===== src/rtl/pwm_pkg.sv =====
// Shared constants and types for the PWM peripheral and the SPI register block
// that feeds it.
package pwm_pkg;

    localparam int          PWM_CNT_W       = 8;
    localparam logic [7:0]  PWM_FULL        = 8'hFF;
    localparam int          DEFAULT_CLK_DIV = 13;

    // Register map, shared with the SPI register block
    localparam logic [6:0]  ADDR_EN_OUT_7_0  = 7'h00;
    localparam logic [6:0]  ADDR_EN_OUT_15_8 = 7'h01;
    localparam logic [6:0]  ADDR_EN_PWM_7_0  = 7'h02;
    localparam logic [6:0]  ADDR_EN_PWM_15_8 = 7'h03;
    localparam logic [6:0]  ADDR_PWM_DUTY    = 7'h04;

    typedef logic [PWM_CNT_W-1:0] pwm_cnt_t;

    // Full scale is forced high so that 0xFF really means 100 %.
    function automatic logic pwm_level(input pwm_cnt_t cnt, input pwm_cnt_t duty);
        return (duty == PWM_FULL) || (cnt < duty);
    endfunction

endpackage


===== src/rtl/pwm_prescaler.sv =====
// Clock-enable generator: tick is high one cycle in every CLK_DIV cycles.
module pwm_prescaler #(
    parameter int CLK_DIV = 13
) (
    input  logic clk,
    input  logic rst_n,
    output logic tick
);

    localparam int DIV_W = (CLK_DIV > 1) ? $clog2(CLK_DIV) : 1;
    localparam logic [DIV_W-1:0] DIV_LAST = DIV_W'(CLK_DIV - 1);

    generate
        if (CLK_DIV < 1) begin : g_bad_div
            $error("pwm_prescaler: CLK_DIV must be at least 1");
        end
    endgenerate

    logic [DIV_W-1:0] div_cnt_q, div_cnt_d;

    assign tick = (div_cnt_q == DIV_LAST);

    always_comb begin
        div_cnt_d = tick ? '0 : div_cnt_q + DIV_W'(1);
    end

    always_ff @(posedge clk or negedge rst_n) begin
        if (!rst_n) div_cnt_q <= '0;
        else        div_cnt_q <= div_cnt_d;
    end

endmodule


===== src/rtl/pwm_peripheral.sv =====
// 16-output PWM block: one shared prescaled 8-bit waveform, per-pin off/on/PWM
// select, duty double-buffered to the period boundary.
module pwm_peripheral
    import pwm_pkg::*;
#(
    parameter int CLK_DIV = DEFAULT_CLK_DIV
) (
    input  logic        clk,
    input  logic        rst_n,
    input  logic [7:0]  en_reg_out_7_0,
    input  logic [7:0]  en_reg_out_15_8,
    input  logic [7:0]  en_reg_pwm_7_0,
    input  logic [7:0]  en_reg_pwm_15_8,
    input  logic [7:0]  pwm_duty_cycle,
    output logic [15:0] out,
    output logic        period_start
);

    localparam int NUM_OUT = 16;

    logic               tick;
    logic               wrap;
    logic               pwm_sig;
    pwm_cnt_t           pwm_cnt_q, pwm_cnt_d;
    pwm_cnt_t           duty_shadow_q, duty_shadow_d;
    logic               period_start_q, period_start_d;
    logic [NUM_OUT-1:0] out_q, out_d;
    logic [NUM_OUT-1:0] en_out, en_pwm;

    pwm_prescaler #(.CLK_DIV(CLK_DIV)) u_prescaler (
        .clk   (clk),
        .rst_n (rst_n),
        .tick  (tick)
    );

    assign en_out  = {en_reg_out_15_8, en_reg_out_7_0};
    assign en_pwm  = {en_reg_pwm_15_8, en_reg_pwm_7_0};
    assign wrap    = tick && (pwm_cnt_q == PWM_FULL);
    assign pwm_sig = pwm_level(pwm_cnt_q, duty_shadow_q);

    // Duty is sampled on the wrap edge itself, so a write landing on that
    // same edge already belongs to the new period.
    always_comb begin
        pwm_cnt_d      = tick ? pwm_cnt_q + 8'd1 : pwm_cnt_q;
        duty_shadow_d  = wrap ? pwm_duty_cycle : duty_shadow_q;
        period_start_d = wrap;
    end

    generate
        for (genvar i = 0; i < NUM_OUT; i++) begin : g_out
            assign out_d[i] = en_out[i] ? (en_pwm[i] ? pwm_sig : 1'b1) : 1'b0;
        end
    endgenerate

    always_ff @(posedge clk or negedge rst_n) begin
        if (!rst_n) begin
            pwm_cnt_q      <= '0;
            duty_shadow_q  <= '0;
            period_start_q <= 1'b0;
            out_q          <= '0;
        end else begin
            pwm_cnt_q      <= pwm_cnt_d;
            duty_shadow_q  <= duty_shadow_d;
            period_start_q <= period_start_d;
            out_q          <= out_d;
        end
    end

    assign out          = out_q;
    assign period_start = period_start_q;

endmodule


===== config.mk =====
export PLATFORM = sky130hd
export DESIGN_NAME = pwm_peripheral
export DESIGN_NICKNAME = d
export VERILOG_FILES = /design/src/rtl/pwm_pkg.sv /design/src/rtl/pwm_prescaler.sv /design/src/rtl/pwm_peripheral.sv
export SDC_FILE = /design/constraint.sdc
export NUM_CORES = 1
export LEC_CHECK = 0
export BUFFER_PORTS_ARGS = -buffer_cell sky130_fd_sc_hd__buf_2
export CAP_MARGIN = 40
export CORE_ASPECT_RATIO = 1.4
export CORE_MARGIN = 1
export CORE_UTILIZATION = 40
export CTS_BUF_LIST = sky130_fd_sc_hd__clkbuf_8
export DETAILED_ROUTE_END_ITERATION = 6
export PLACE_DENSITY = 0.67
export SLEW_MARGIN = 40
export SYNTH_ARGS = -nofsm -noshare
export SYNTH_HDL_FRONTEND = slang
export SYNTH_SLANG_ARGS = --single-unit

===== constraint.sdc =====
create_clock -name clk -period 2.1 [get_ports clk]
set_clock_uncertainty 0.15 [all_clocks]
set_input_delay 0 -clock clk [delete_from_list [all_inputs] [get_ports clk]]
set_output_delay 0 -clock clk [all_outputs]
set_load 0.005 [all_outputs]

[After elaboration in Yosys (flattened, before gate mapping)]
Cells that the tools add are included.
Word-level totals
  word-level logic and storage cells: 46
  latch bits: 0
  bits in registers: 37
  bits in writable memories: 0
  input bits: 42
  ROM bits: 0
  memories kept: 0
Cells by class
  bitwise operators: 0
  eq/ne operators: 3
  muxes and demuxes: 33
  multiply operators: 0
  $add $sub $neg: 2
  shift-type cells: 0
  reduce and logical (&&, ||, !) cells: 2
  div/mod/pow operators: 0
  $lt $le $gt $ge: 1
Operators by type and width (number)
  1-bit 2-to-1 mux: 32
  8-bit equality test, second input constant: 2
  8-bit by 1-bit adder with 8-bit output, second input constant: 1
  8-bit less-than comparator: 1
  4-bit by 1-bit adder with 4-bit output, second input constant: 1
  4-bit equality test, second input constant: 1
  4-bit 2-to-1 mux: 1
  1-bit logical AND: 1
  1-bit logical OR: 1

[Depth between registers and ports, before layout]
Gate-level depths: netlist of run 1.
  depth in word-level cells: 4
  mapped depth: 7
  depth with buffers taken out: 6

[Hierarchy]
A second synthesis of run 1 with hierarchy kept.
Second synthesis, totals
  cell total of the unflattened synthesis: 124
  area, all modules: 1670.4 um^2
By module, submodules not included
  pwm_peripheral: cells each 105, seq. area each 825.8 um^2, instances 1, area each 1470.2 um^2
  pwm_prescaler: cells each 19, seq. area each 100.1 um^2, instances 1, area each 200.2 um^2

[Least setup slack after synthesis of run 1]
OpenSTA, ideal clock, no wires.
  path kind: register -> register
  from: register pwm_cnt_q[5]
  to: register out_q[0] (netlist: out[0])
  clock period less this slack: 1875 ps
  slack: 225 ps
  arrival: 1603 ps
  cell stages (with the launch flop): 7
  data required time: 1828 ps
  path through: dfrtp_1 -> ha_1 -> and4_1 -> o21ai_1 -> o32ai_2 -> buf_6 -> a21boi_2
Between the ends
  longest elaborated chain between the ends: 4
Ends and longest elaborated chain
  start: declaration: line pwm_peripheral.sv:24  | pwm_cnt_t pwm_cnt_q, pwm_cnt_d;
  start signal: assignment: line pwm_peripheral.sv:62  | pwm_cnt_q <= pwm_cnt_d;
  8-bit less-than comparator: line pwm_pkg.sv:20  | return (duty == PWM_FULL) || (cnt < duty);
  1-bit logical OR: line pwm_pkg.sv:20
  1-bit 2-to-1 mux (2 in a row): line pwm_peripheral.sv:51  | assign out_d[i] = en_out[i] ? (en_pwm[i] ? pwm_sig : 1'b1) : 1'b0;
  via out_d[0]: line pwm_peripheral.sv:27  | logic [NUM_OUT-1:0] out_q, out_d;
  end signal: assignment: line pwm_peripheral.sv:65  | out_q <= out_d;
  end: declaration: line pwm_peripheral.sv:27
The timed path passes the listed nets, and every way through them passes these cells.
A chain may end at the register's enable or synchronous reset.

[Final worst setup path of run 1]
  from: register duty_shadow_q[5]
  to: register out_q[11] (netlist: out[11])
Between the ends
  longest elaborated chain between the ends: 4
Ends and longest elaborated chain
  start: declaration: line pwm_peripheral.sv:25  | pwm_cnt_t duty_shadow_q, duty_shadow_d;
  start signal: assignment: line pwm_peripheral.sv:63  | duty_shadow_q <= duty_shadow_d;
  8-bit less-than comparator / 8-bit equality test (equally long branches): line pwm_pkg.sv:20
  1-bit logical OR (*): line pwm_pkg.sv:20
  1-bit 2-to-1 mux (*) (2 in a row): line pwm_peripheral.sv:51
  via out_d[11]: line pwm_peripheral.sv:27
Mark *: on every way through the listed nets, which the timed path passes. The rest lies on a longest branch.

==> results.py, run 1 <==
metrics = {
    "worst_setup_path": {
        "reg2regPathDepth": 8,
        "r2r-start": "duty_shadow_q[5]$_DFFE_PN0P_",
        "startpoint_type": "register",
        "crit_fanout": 5,
        "r2r_slack_ns": 0.07,
        "cp.required_ns": 2.11,
        "r2r_end": "out[11]$_DFF_PN0_",
        "crit_arrival_ns": 2.04,
        "criticalPathCategory": "register to register",
        "critPathCaptureType": "register",
    },
    "timing": {
        "relSlewSlack_pct": 69.6,
        "fin_crit_sh_pct": 96.8,
        "period_minus_slack_ns": 2.03,
        "rsz0062_at_grt": "yes",
        "drv_slew": 0,
        "report.final.setup_viol": 0,
        "finalHoldViolations": 0,
        "worst_pin_slew_ns": 0.456,
        "clock.fmax_mhz": 492,
    },
    "die": {
        "die_area_sq_mm": 0.00449,
        "core_area_sq_mm": 0.00399,
        "fp.dieH_microns": 78.9,
        "start_util_pct": 42.3,
        "boundaryPins": 59,
        "die_w_microns": 56.9,
        "rows": 27,
    },
    "power": {
        "power_leakage_nw": 1.30,
        "pwr-share-clk_pct": 41.1,
        "p_sw_share_pct": 19.2,
        "p_int_mw": 1.21,
        "p_sw_uw": 288,
        "power.density_mw_per_mm2": 566,
        "vdd_ir_drop_max_mv": 0.458,
        "pwr-share-comb_pct": 10.0,
        "p_seq_share_pct": 48.9,
    },
    "yosys": {
        "synth_ff_type": "dfrtp_1",
        "synthArstFlopShare_pct": 100,
        "postSynthAreaPerCell_sq_um": 13.4,
        "syn_area_sq_mm": 0.00169,
        "ys_types": 28,
        "synth_edf_count": 0,
        "yosysWarnings": 0,
        "syn_inst": 126,
        "ys_seq_area_share_pct": 54.9,
        "yosys_register_bits": 37,
        "synth_top_area_share_pct": 54.9,
        "synth_area_leader_cell": "dfrtp_1",
        "syn_nets": 178,
        "yosys-top-cells-area": "dfrtp_1 (55%), ha_1 (7.4%), a21boi_2 (6.7%), mux2_2 (5.3%), xnor2_1 (3.6%)",
    },
    "detailed_routing": {
        "vias": 1394,
        "drt-wirelength-per-cell_microns": 14.9,
        "dr.pass1.iters": 6,
        "ant_nets": 0,
        "viasPerCell": 4.96,
        "drc": 2,
        "drt_iter0_markers": 34,
        "wl_mm": 4.18,
    },
    "global_route": {
        "grt_max_degree": 38,
        "grt_pass1_vias": 1564,
        "grt_usage_pct": 20.9,
        "antenna_found_initial": 0,
        "overflow": 0,
        "grt_first_pass_wirelength_mm": 7.09,
    },
    "clocking": {
        "cts_tree": "done",
        "cts.sinks": 37,
        "htree_levels": 2,
        "cts_inserted_buffers": 5,
        "cts.path.max_buffers": 2,
        "clkSlewWorstSetupHoldPaths_ns": 0.07,
        "clk_latency_ns": 0.28,
        "root_buffer": "clkbuf_8",
    },
    "finish": {
        "drive_above_1_share_pct": 42.9,
        "final_cell_mix": "buf_2 (57), dlygate4sd3_1 (41), dfrtp_1 (36)",
        "syn2layout_area_growth_pct": 56.5,
        "post-route-util_pct": 66.3,
        "antenna_cells": 0,
        "layout_commonest_cell": "buf_2",
        "instances_no_fill": 281,
        "nets": 289,
    },
    "min_path": {
        "hp-class": "primary input to asynchronous set/reset pin",
    },
    "placement": {
        "globalplace.congestion": 0.698,
        "io_buffers": 58,
        "place_hpwl_mm": 2.60,
        "dp_cells": 229,
    },
    "flow_run": {
        "max-cap-violations": 0,
    },
    "outcome": {
        "status": "complete, but fails checks",
        "violations": "design-rule violations",
    },
}
routing by layer:
metal	share of wire, %	track usage [%]	vias up
li1	-	-	662
met1	38	22.7	669
met2	54	36.8	55
met3	5.8	5.54	8
met4	2.1	10.5	0
met5	0	0	-
sequential cells by signal (all words and copies together) (netlist names):
register and count:
pwm_cnt_q 8, out 16, duty_shadow_q 8, period_start 1, u_prescaler.div_cnt_q 4
worst max-delay path by stage:
stage,from,end,slack (ns)
after CTS,pwm_cnt_q[6]$_DFFE_PN0P_,out[13]$_DFF_PN0_,0.11
after detailed placement,pwm_cnt_q[6]$_DFFE_PN0P_,out[13]$_DFF_PN0_,0.12
after global placement,pwm_cnt_q[6]$_DFFE_PN0P_,out[12]$_DFF_PN0_,0.16
after global routing,pwm_cnt_q[1]$_DFFE_PN0P_,out[11]$_DFF_PN0_,-0.03
final,duty_shadow_q[5]$_DFFE_PN0P_,out[11]$_DFF_PN0_,0.07
after floorplan,pwm_cnt_q[5]$_DFFE_PN0P_,out[0]$_DFF_PN0_,0.23
through the flow:
| stage | instance area, sq um | hold slack [ns] | TNS, ns | power (mW) | setup slack [ns] |
|---|---|---|---|---|---|
| 2_1_floorplan | 1690 | -0.446 | 0 | 0.762 | 0.225 |
| 3_3_place_gp | 2040 | -0.0277 | 0 | 0.829 | 0.158 |
| 3_5_place_dp | 2040 | -0.0104 | 0 | 0.833 | 0.122 |
| 4_1_cts | 2570 | 0.222 | 0 | 1.51 | 0.110 |
| 5_1_grt | 2640 | 0.0914 | -0.0654 | 1.57 | -0.0305 |
| 6_report | 2640 | 0.0585 | 0 | 1.50 | 0.0682 |
timing repair:
action / CTS / global route
resized for setup: 0 / 7
hold endpoints to repair: 61 / 0
setup buffers: 0 / 2
hold buffers: 41 / 0
setup endpoints to repair: 0 / 3
worst max-delay path, stage by stage (launching register included):
cell and delay, ns:
dfrtp_1 0.38, inv_1 0.09, ha_4 0.27, and4_1 0.19, o21ai_1 0.08, o32ai_2 0.35, buf_4 0.18, buf_4 0.13
a21boi_0 0.10
layout make-up:
class | instances | area [sq um]
flip-flops and latches | 37 | 927
repair buffers | 106 | 763
well taps | 43 | 53.8
multi-input cells | 77 | 743
inverters | 10 | 37.5
clock buffers | 6 | 82.6
fillers | 298 | 1350
clock inverters | 2 | 33.8
cells by family after synthesis:
logic type | after synthesis | share of synthesized area, %
muxes | 8 | 5.34
DFF | 37 | 54.9
buffers and inverters | 12 | 3.56
AOI/OAI and AO/OA | 26 | 15.1
and+or+nand+nor | 25 | 9.56
adders and majority gates | 10 | 7.41
xor gates and xnor gates | 8 | 4.15
power by group through the flow:
stage                     Clock (mW)  Combinational (mW)  Sequential [mW]
after floorplan                    0              0.0143            0.748
after global placement             0              0.0834            0.745
after detailed placement           0              0.0881            0.745
after CTS                      0.635               0.146            0.731
after global routing           0.677               0.164            0.733
final                          0.614               0.150            0.732
cell usage after synthesis (2+ instances only):
master,instances
buf_6,2
mux2_2,8
dfrtp_1,37
a21oi_1,2
xnor2_1,7
nand4_1,5
inv_1,10
a21boi_2,10
nand2_1,8
a21boi_0,6
nor2_1,5
ha_1,10
(Power assumes the default switching activity.)
==> run 2: changes to the inputs <==
--- a/config.mk
+++ b/config.mk
@@ -6,7 +6,7 @@
 export NUM_CORES = 1
 export LEC_CHECK = 0
 export BUFFER_PORTS_ARGS = -buffer_cell sky130_fd_sc_hd__buf_2
-export CAP_MARGIN = 40
+export CAP_MARGIN = 20
 export CORE_ASPECT_RATIO = 1.4
 export CORE_MARGIN = 1
 export CORE_UTILIZATION = 40
==> constraint.sdc (replaced) <==
create_clock -name clk -period 2.5 [get_ports clk]
set_clock_uncertainty 0.15 [all_clocks]
set_input_delay 0 -clock clk [delete_from_list [all_inputs] [get_ports clk]]
set_output_delay 0 -clock clk [all_outputs]
set_load 0.005 [all_outputs]
==> results.py, run 2 (synthesis gave the netlist of run 1 again) <==
metrics = {
    "die": {
        "boundaryPins": 59,
        "die_area_sq_mm": 0.00449,
        "core_area_sq_mm": 0.00399,
        "rows": 27,
        "die_w_microns": 56.9,
        "fp.dieH_microns": 78.9,
        "start_util_pct": 42.3,
    },
    "power": {
        "power.density_mw_per_mm2": 496,
        "vdd_ir_drop_max_mv": 0.444,
        "power_leakage_nw": 1.26,
    },
    "worst_setup_path": {
        "slowest_delay_ns": 0.44,
        "worst-path-buf-inv": 1,
        "crit_family": "compound AO/OA/AOI/OAI gates",
        "startpoint_type": "register",
        "critPathCaptureType": "register",
        "criticalPathCategory": "register to register",
        "crit_fanout": 16,
        "crit_arrival_ns": 2.07,
        "cp_slowest_cell": "dfrtp_1",
        "cp.required_ns": 2.52,
        "path_cells": "ha_1 -> and4_1 -> o21ai_1 -> o32ai_2 -> buf_4 -> a21boi_0",
    },
    "clocking": {
        "clkSlewWorstSetupHoldPaths_ns": 0.08,
        "htree_levels": 2,
        "cts.path.max_buffers": 2,
        "root_buffer": "clkbuf_8",
        "cts.sinks": 37,
        "cts_inserted_buffers": 5,
        "cts_tree": "done",
        "post_cts_buffers": 0,
        "clk_latency_ns": 0.29,
    },
    "placement": {
        "place_hpwl_mm": 2.58,
        "dp_cells": 226,
        "io_buffers": 58,
        "globalplace.congestion": 0.715,
    },
    "global_route": {
        "grt_usage_pct": 20.7,
        "grt_first_pass_wirelength_mm": 6.88,
        "grt_max_degree": 38,
        "busiest_layer": "met2",
        "grt_use_met3_pct": 6.35,
        "antenna_found_initial": 0,
        "use_met2_pct": 38.8,
        "grt_pass1_vias": 1494,
        "overflow": 0,
        "grtUsageMet1_pct": 21.4,
    },
    "timing": {
        "worst_pin_slew_ns": 0.464,
        "fin_crit_sh_pct": 82.2,
        "drv_slew": 0,
        "clock.fmax_mhz": 487,
        "finalSetupTns_ns": 0,
        "relSlewSlack_pct": 69.1,
        "period_minus_slack_ns": 2.05,
        "report.final.setup_viol": 0,
        "finalHoldViolations": 0,
        "rsz0062_at_grt": "no",
    },
    "detailed_routing": {
        "viasPerCell": 4.98,
        "wl_mm": 4.20,
        "dr.pass1.iters": 6,
        "ant_nets": 0,
        "vias": 1369,
        "drc": 2,
        "drt_iter0_markers": 15,
        "drt-wirelength-per-cell_microns": 15.3,
    },
    "min_path": {
        "hp-class": "primary input to asynchronous set/reset pin",
    },
    "outcome": {
        "status": "complete, but fails checks",
        "violations": "design-rule violations",
    },
    "finish": {
        "seq_area_sq_um": 926,
        "nFillCells": 302,
        "largest_reg_flops": 16,
        "drive_above_1_share_pct": 39.2,
        "syn2layout_area_growth_pct": 50.6,
        "multi_input_area_sq_um": 702,
        "instances_no_fill": 275,
        "antenna_cells": 0,
        "layout_commonest_cell": "buf_2",
        "nets": 283,
        "final_cell_mix": "buf_2 (57), dlygate4sd3_1 (41), dfrtp_1 (37)",
    },
    "flow_run": {
        "max-cap-violations": 0,
    },
}
==> run 2: stage by stage <==
step	hold slack (ns)	instance area [sq um]	setup slack (ns)	power (mW)	utilization, %
5_1_grt	0.0793	2540	0.314	1.31	63.8
4_1_cts	0.209	2540	0.444	1.26	63.7
6_report	0.0446	2540	0.446	1.26	63.8
3_5_place_dp	-0.00316	2020	0.462	0.699	50.6
3_3_place_gp	-0.0293	2020	0.562	0.696	50.6
2_1_floorplan	-0.446	1690	0.625	0.640	-
==> run 2: layout make-up <==
class,count,share of cell area (%)
clock buffer,5,2.71
clock inverter,3,1.72
inverter,10,1.48
multi-input combinational,77,27.6
sequential,37,36.4
tap,43,2.12
timing repair buffer,100,28.0
==> run 2: power breakdown <==
group | internal [mW] | total [mW] | switching, mW
logic | 0.0826 | 0.125 | 0.0426
clock network | 0.299 | 0.521 | 0.222
registers | 0.611 | 0.614 | 0.00355
total | 0.992 | 1.26 | 0.268
==> run 2: path summary, 6_finish.rpt <==
check                                                   start                                  to  slack (ns)  cells after the start
setup / recovery                     pwm_cnt_q[5]$_DFFE_PN0P_                   out[11]$_DFF_PN0_        0.45                      6
hold / removal                                          rst_n  u_prescaler.div_cnt_q[1]$_DFF_PN0_        0.04                      2
setup reg to reg                     pwm_cnt_q[5]$_DFFE_PN0P_                   out[11]$_DFF_PN0_        0.45                      6
hold reg to reg            u_prescaler.div_cnt_q[0]$_DFF_PN0_  u_prescaler.div_cnt_q[0]$_DFF_PN0_        0.36                      1
max in group asynchronous                               rst_n              period_start$_DFF_PN0_        1.82                      2
min in group clk                            en_reg_pwm_7_0[2]                    out[2]$_DFF_PN0_        0.25                      3
==> run 2: routing by layer <==
layer  vias up  part of all wire, %
met5         -                    0
met4         0                  1.5
met3         6                  6.4
met2        49                   55
met1       666                   37
li1        648                    -
==> run 2: worst register-to-register path: cells and delay by family, from the launching register on <==
family	cells	cell delay, ns
flip-flops	1	0.44
AO/OA/AOI/OAI	3	0.50
AND/OR/NAND/NOR	1	0.21
buffers and inverters	1	0.29
adder cells (fa/ha/maj)	1	0.33
==> run 2: repair_timing <==
item                                   in CTS  in global routing
setup endpoints to repair                   0                  0
endpoints found under the hold margin      61                  0
hold buffers                               41                  0
resized for setup                           0                  0
==> run 3: changes to the inputs <==
==> constraint.sdc (replaced) <==
create_clock -name clk -period 2 [get_ports clk]
set_clock_uncertainty 0.15 [all_clocks]
set_input_delay 0 -clock clk [delete_from_list [all_inputs] [get_ports clk]]
set_output_delay 0 -clock clk [all_outputs]
set_load 0.005 [all_outputs]
==> results.py, run 3 (synthesis gave the netlist of run 1 again) <==
metrics = {
    "outcome": {
        "status": "complete, but fails checks",
        "violations": "design-rule violations",
    },
    "timing": {
        "worst_pin_slew_ns": 0.460,
        "relSlewSlack_pct": 69.3,
        "drv_slew": 0,
        "fin_crit_sh_pct": 97.5,
        "whs_ns": 0.0518,
        "report.final.setup_viol": 0,
        "finalHoldViolations": 0,
        "period_minus_slack_ns": 1.95,
        "clock.fmax_mhz": 513,
    },
    "worst_setup_path": {
        "criticalPathCategory": "register to register",
        "r2r_slack_ns": 0.05,
        "crit_arrival_ns": 1.99,
        "crit_fanout": 8,
        "startpoint_type": "register",
        "r2r_end": "out[5]$_DFF_PN0_",
        "cp.required_ns": 2.04,
        "critPathCaptureType": "register",
        "reg2regPathDepth": 7,
        "r2r-start": "duty_shadow_q[7]$_DFFE_PN0P_",
    },
    "detailed_routing": {
        "wl_mm": 4.67,
        "ant_nets": 0,
        "drc": 2,
        "dr.pass1.iters": 6,
        "vias": 1443,
        "drt-wirelength-per-cell_microns": 16.4,
        "drt_iter0_markers": 36,
        "viasPerCell": 5.06,
    },
    "clocking": {
        "clk_latency_ns": 0.29,
        "cts_tree": "done",
        "root_buffer": "clkbuf_8",
        "clkSlewWorstSetupHoldPaths_ns": 0.08,
        "cts_inserted_buffers": 5,
        "htree_levels": 2,
        "cts.path.max_buffers": 2,
        "cts.sinks": 37,
    },
    "die": {
        "core_area_sq_mm": 0.00399,
        "rows": 27,
        "boundaryPins": 59,
        "start_util_pct": 42.3,
        "die_w_microns": 56.9,
        "die_area_sq_mm": 0.00449,
        "fp.dieH_microns": 78.9,
    },
    "power": {
        "p_sw_share_pct": 20.0,
        "pwr-share-comb_pct": 9.3,
        "power_leakage_nw": 1.34,
        "p_seq_share_pct": 44.9,
        "p_sw_uw": 343,
        "pwr-share-clk_pct": 45.8,
        "vdd_ir_drop_max_mv": 0.637,
        "power.total_mw": 1.71,
        "power.density_mw_per_mm2": 632,
        "p_int_mw": 1.37,
    },
    "placement": {
        "globalplace.congestion": 0.731,
        "io_buffers": 58,
    },
    "global_route": {
        "grt_pass1_vias": 1598,
        "overflow": 0,
        "grt_max_degree": 38,
        "grt_first_pass_wirelength_mm": 7.29,
        "grt_usage_pct": 21.8,
        "antenna_found_initial": 0,
    },
    "finish": {
        "nets": 293,
        "layout_commonest_cell": "buf_2",
        "largest_reg_flops": 16,
        "final_cell_mix": "buf_2 (57), dlygate4sd3_1 (41), dfrtp_1 (37)",
        "nFillCells": 289,
        "drive_above_1_share_pct": 42.6,
        "antenna_cells": 0,
        "syn2layout_area_growth_pct": 60.4,
    },
    "flow_run": {
        "max-cap-violations": 0,
    },
    "min_path": {
        "hp-class": "primary input to asynchronous set/reset pin",
    },
}
==> run 3: cell types whose count changed in the layout (fill, tap and decap cells not counted), sizes merged <==
cell	before	now
clkbuf	5	6
clkinv	1	0
buf	59	67
bufinv	1	2
nor2	6	7
==> run 3: layer usage <==
metal	wire, microns	vias up	GRT usage [%]	part of all wire (%)
li1	-	669	-	-
met5	0	-	0	0
met1	1680	699	23.6	36
met4	143	0	11.5	3.1
met2	2560	64	39.1	55
met3	278	11	5.05	6.0
==> run 3: metrics by stage <==
stage	TNS, ns	utilization, %	std cells	area [sq um]	setup WS, ns
finish	0	67.9	285	2710	0.0497
global route	-0.0298	67.9	285	2710	-0.00710
global placement	0	51.9	231	2070	0.0836
floorplan	0	-	126	1690	0.125
detailed placement	0	51.9	231	2070	0.0125
CTS	0	65.6	280	2620	0.0221
==> run 3: final cells by class <==
cell class / instances / area, sq um / share of cell area (%)
clock inverters: 3 / 68.8 / 2.54
repair buffers: 109 / 808 / 29.9
clock buffers: 5 / 68.8 / 2.54
well taps: 43 / 53.8 / 1.99
inverters: 10 / 37.5 / 1.39
multi-input cells: 78 / 744 / 27.5
flip-flops and latches: 37 / 926 / 34.2
==> run 3: critical path, cell delays in order (launching register included) <==
cell and delay [ns]:
dfrtp_1 0.38, inv_1 0.08, ha_4 0.28, and4_1 0.18
o21ai_1 0.10, o32ai_4 0.38, clkbuf_16 0.24, a21boi_2 0.06
==> run 3: repair_timing <==
action | CTS | global route
endpoints found under the setup margin | 1 | 22
hold endpoints to repair | 61 | 0
resized for setup | 0 | 5
pin swaps | 1 | 3
hold buffers | 41 | 0
setup buffers | 0 | 3
gates cloned | 0 | 2
==> run 3: how the worst max path moves through the flow <==
stage,startpoint,end,depth (start not counted)
after floorplan,pwm_cnt_q[5]$_DFFE_PN0P_,out[0]$_DFF_PN0_,6
after global placement,u_prescaler.div_cnt_q[0]$_DFF_PN0_,duty_shadow_q[7]$_DFFE_PN0P_,6
after detailed placement,u_prescaler.div_cnt_q[0]$_DFF_PN0_,duty_shadow_q[2]$_DFFE_PN0P_,6
after CTS,u_prescaler.div_cnt_q[0]$_DFF_PN0_,duty_shadow_q[2]$_DFFE_PN0P_,6
after global routing,duty_shadow_q[7]$_DFFE_PN0P_,out[5]$_DFF_PN0_,7
final,duty_shadow_q[7]$_DFFE_PN0P_,out[5]$_DFF_PN0_,7
==> run 3: power by group through the flow <==
stage          sequential, mW  clock [mW]  combinational [mW]
2_1_floorplan           0.785           0              0.0150
3_5_place_dp            0.782           0              0.0909
3_3_place_gp            0.782           0              0.0880
5_1_grt                 0.770       0.826               0.173
6_report                0.768       0.784               0.160
4_1_cts                 0.768       0.791               0.152
